<file path="config.mk">
export PLATFORM = sky130hd
export DESIGN_NAME = ddfs_sched
export DESIGN_NICKNAME = d
export VERILOG_FILES = /design/src/rtl/ddfs_sched.sv
export SDC_FILE = /design/constraint.sdc
export NUM_CORES = 1
export LEC_CHECK = 0
export CAP_MARGIN = 25
export CORE_AREA = 2 2 116 118
export DETAILED_ROUTE_END_ITERATION = 10
export DIE_AREA = 0 0 118 120
export DONT_BUFFER_PORTS = 1
export GPL_TIMING_DRIVEN = 0
export PLACE_DENSITY = 0.8
export SYNTH_ARGS = -nofsm -noshare
export SYNTH_HDL_FRONTEND = slang
export SYNTH_SLANG_ARGS = --single-unit
</file>
<file path="constraint.sdc">
create_clock -name clk_i -period 4.7 [get_ports clk_i]
set_clock_uncertainty 0.15 [all_clocks]
set_input_delay 0.47 -clock clk_i [delete_from_list [all_inputs] [get_ports clk_i]]
set_output_delay 0.47 -clock clk_i [all_outputs]
set_load 0.03 [all_outputs]
</file>
<file path="src/rtl/ddfs_sched.sv">
// Round-robin multi-channel phase accumulator: one shared adder steps one channel per clock.
// Optional DDFS_SCHED_SYNC_EN adds sync_i to phase-align every channel at once.
module ddfs_sched #(
    parameter int CHANNELS = 4,
    parameter int ACCUM_W  = 16
) (
    input  logic                        clk_i,
    input  logic                        rst_i,
    input  logic                        wr_i,
    input  logic [$clog2(CHANNELS)-1:0] ch_i,
    input  logic [ACCUM_W-1:0]          inc_i,
    input  logic                        en_i,
`ifdef DDFS_SCHED_SYNC_EN
    input  logic                        sync_i,
`endif
    output logic                        ack_o,
    output logic                        clip_o,
    output logic [CHANNELS-1:0]         sq_o,
    output logic [CHANNELS-1:0]         rise_o,
    output logic [CHANNELS-1:0]         fall_o
);
    localparam int CH_W = $clog2(CHANNELS);

    logic [CHANNELS-1:0][ACCUM_W-1:0] accum_q, accum_d;
    logic [CHANNELS-1:0][ACCUM_W-1:0] inc_q, inc_d;
    logic [CHANNELS-1:0]              en_q, en_d;
    logic [CHANNELS-1:0]              rise_q, rise_d, fall_q, fall_d;
    logic [CH_W-1:0]                  slot_q, slot_d;
    logic                             clip_q, clip_d, ack_q;
    logic [ACCUM_W-1:0]               sum, inc_wr;

    always_comb begin
        accum_d = accum_q;
        inc_d   = inc_q;
        en_d    = en_q;
        clip_d  = clip_q;
        rise_d  = '0;
        fall_d  = '0;
        slot_d  = (slot_q == CH_W'(CHANNELS - 1)) ? '0 : slot_q + 1'b1;
        sum     = accum_q[slot_q] + inc_q[slot_q];
        // Keeping inc below half scale guarantees at most one MSB edge per service.
        inc_wr  = inc_i[ACCUM_W-1] ? {1'b0, {(ACCUM_W-1){1'b1}}} : inc_i;

        if (en_q[slot_q]) begin
            accum_d[slot_q] = sum;
            rise_d[slot_q]  = !accum_q[slot_q][ACCUM_W-1] &&  sum[ACCUM_W-1];
            fall_d[slot_q]  =  accum_q[slot_q][ACCUM_W-1] && !sum[ACCUM_W-1];
        end

        // The write lands after the service, so a colliding disable clears the fresh sum.
        if (wr_i && (int'(ch_i) < CHANNELS)) begin
            inc_d[ch_i] = inc_wr;
            if (inc_i[ACCUM_W-1]) clip_d = 1'b1;
            if (en_i) begin
                en_d[ch_i] = 1'b1;
            end else begin
                en_d[ch_i]    = 1'b0;
                accum_d[ch_i] = '0;
                rise_d[ch_i]  = 1'b0;
                fall_d[ch_i]  = 1'b0;
            end
        end

`ifdef DDFS_SCHED_SYNC_EN
        if (sync_i) begin
            accum_d = '0;
            slot_d  = '0;
            rise_d  = '0;
            fall_d  = '0;
        end
`endif
    end

    always_ff @(posedge clk_i or negedge rst_i) begin
        if (!rst_i) begin
            accum_q <= '0;
            inc_q   <= '0;
            en_q    <= '0;
            rise_q  <= '0;
            fall_q  <= '0;
            slot_q  <= '0;
            clip_q  <= 1'b0;
            ack_q   <= 1'b0;
        end else begin
            accum_q <= accum_d;
            inc_q   <= inc_d;
            en_q    <= en_d;
            rise_q  <= rise_d;
            fall_q  <= fall_d;
            slot_q  <= slot_d;
            clip_q  <= clip_d;
            ack_q   <= wr_i;
        end
    end

    always_comb begin
        for (int i = 0; i < CHANNELS; i++) sq_o[i] = accum_q[i][ACCUM_W-1];
    end

    assign ack_o  = ack_q;
    assign clip_o = clip_q;
    assign rise_o = rise_q;
    assign fall_o = fall_q;
endmodule

</file>
==> results.toml <==
[worst_setup_path]
cp.buffers_inverters = 2
critPathLaunchType = "register"
crit_path_end_kind = "register"
cp.required_ps = 4880
critical_path.top_delay_family = "compound AO/OA/AOI/OAI gates"
cp_cell_sequence = "buf_6 > clkbuf_1 > mux4_2 > ha_1 > and3_1 > nand3_1 > a211oi_1 > nor3_1 > o21ai_0 > a21o_1 > ha_1 > a211oi_1"
crit_arrival_ps = 4320
crit_type = "reg2reg"
critPathMaxFanout = 10
cp_slowest_cell = "clkbuf_1"
max_stage_delay_ps = 660

[finish]
layout-drive-gt1-share_pct = 13.7
final_area_um2 = 7870
antenna_cells = 0
nets = 753
syn_to_final_growth_pct = 12.4
fin_util_pct = 60.6
final_common_cell = "dfrtp_1"
layout_common_cells = "140 x dfrtp_1, 123 x nand2_1, 79 x a21oi_1"
final_cells = 898

[placed_design]
finalWeightedCongestion = 0.954
port_buffers = 0
dp_hpwl_mm = 12.1
placed_area_um2 = 7230
dp_slack_ps = 588
dp_cells = 863

[route]
wl_per_cell_um = 20.2
drt-pass1-iter-count = 5
drtIter0Drc = 496
wl_mm = 18.1
drc = 0
vias = 5495
avgViaCountPerCell = 6.12
postRouteAntennaNets = 0

[timing]
worst_pin_slew_ps = 872
finalCritPeriodShare_pct = 88.1
drv_slew = 0
fmax_ghz = 0.242
setup_violations = 0
rsz0062_at_grt = "no"
hold_viol = 0
slew_headroom_pct = 41.9
period_minus_slack_ps = 4140
tns_ps = 0
worst_slack_ps = 561

[clock_network]
clock-root-buffer = "clkbuf_16"
post-cts-setup-buffers = 0
htreeDepth = 4
cts_inserted_buffers = 17
cts_sinks = 140
path_clk_slew_ps = 60
clk_latency_ps = 440
cts_tree = "done"
cts_buffer_depth = 2
ctsHoldBuffers = 3
cts_resized = 0

[yosys]
syn_area_um2 = 7000
synth_edf_count = 0
yosysWarnings = 0
yosysSeqAreaShare_pct = 50.1
synthCells = 685
synth_area_per_cell_um2 = 10.2
postSynth.asyncResetShare_pct = 100
ys_types = 43
yosysTopAreaCell = "dfrtp_1"
synth_top_area_share_pct = 50.1
synth_nets = 729
ys_ff_latch = 140
ys.flop_type = "dfrtp_1"
synth_area_leaders = "dfrtp_1 50%, mux4_2 10%, nand2_1 6.6%"

[global_route]
antenna_found_initial = 0
grt_max_degree = 141
grt_pass1_vias = 5828
grt_pass1_wl_mm = 29.3
overflow = 0
track_usage_pct = 27.4

[floorplanning]
start_util_pct = 53.9
die_h_um = 120
core_area_um2 = 13000
rows = 42
die_x_um = 118
pin_count = 36
die_area_um2 = 14200

[pwr]
power_density_nw_per_um2 = 579
p_leak_uw = 0.00352
ir_drop_mv = 0.326

[run_status]
status = "finished, final reports clean"

[hold_path]
hold_class = "in2reg"

[job]
cap_violations = 0
==> flip-flops by register name, indices dropped and copies added (netlist names), named ones only <==
signal   cells
ack_o        1
slot_q       2
inc_q       60
accum_q     60
sq_o         4
clip_o       1
rise_o       4
fall_o       4
==> area by class of cell <==
cell class / count / area, um2
Buffer: 47 / 277
Clock buffer: 20 / 457
Clock inverter: 12 / 135
Fill cell: 1059 / 5110
Inverter: 10 / 37.5
Multi-Input combinational cell: 488 / 3180
Sequential cell: 140 / 3500
Tap cell: 176 / 220
Timing Repair Buffer: 5 / 57.6
==> synthesized netlist by cell type, drive strengths merged (14+ instances only) <==
cell,n
and3,14
a21oi,79
dfrtp,140
ha,21
o21ai,51
mux4,32
nor2,70
buf,22
nand2,127
clkbuf,25
nand3b,15
==> power breakdown <==
group          internal (uW)  switching, uW
sequential              1560            204
combinational            629            819
clock                    812            529
total                   3000           1550
==> worst paths after layout <==
path                       startpoint     endpoint  slack (ps)  depth (start not counted)
max                         slot_q[1]      sq_o[2]         560                         12
min                          inc_i[7]     inc_q[7]         100                          2
max reg2reg                 slot_q[1]      sq_o[2]         560                         12
min reg2reg                 inc_q[28]    inc_q[28]         330                          2
max in group asynchronous       rst_i   accum_q[8]        3310                          2
min in group asynchronous       rst_i  accum_q[29]         570                          2
==> logic make-up after synthesis <==
logic type	count (synthesis)	synth area share, %
AO/OA/AOI/OAI	165	13.2
XOR/XNOR	7	0.876
adder cells (fa/ha/maj)	22	4.04
buffers and inverters	57	4.49
flip-flops	140	50.1
multiplexers	32	10.3
AND/OR/NAND/NOR	262	17.0
==> layer usage <==
metal	up-vias	GRT usage, %	wire [um]
met2	242	45.6	9010
met3	56	7.56	1520
met5	-	0	0
met1	2733	33.5	7000
li1	2464	-	-
met4	0	12.2	571
==> metrics by stage <==
step,hold WS (ps),power (uW)
2_1_floorplan,24.4,2860
6_report,103,4550
3_3_place_gp,27.4,3070
3_5_place_dp,28.2,3170
4_1_cts,98.7,4540
5_1_grt,123,4820
Note: power is estimated with default switching activity, not from simulation.
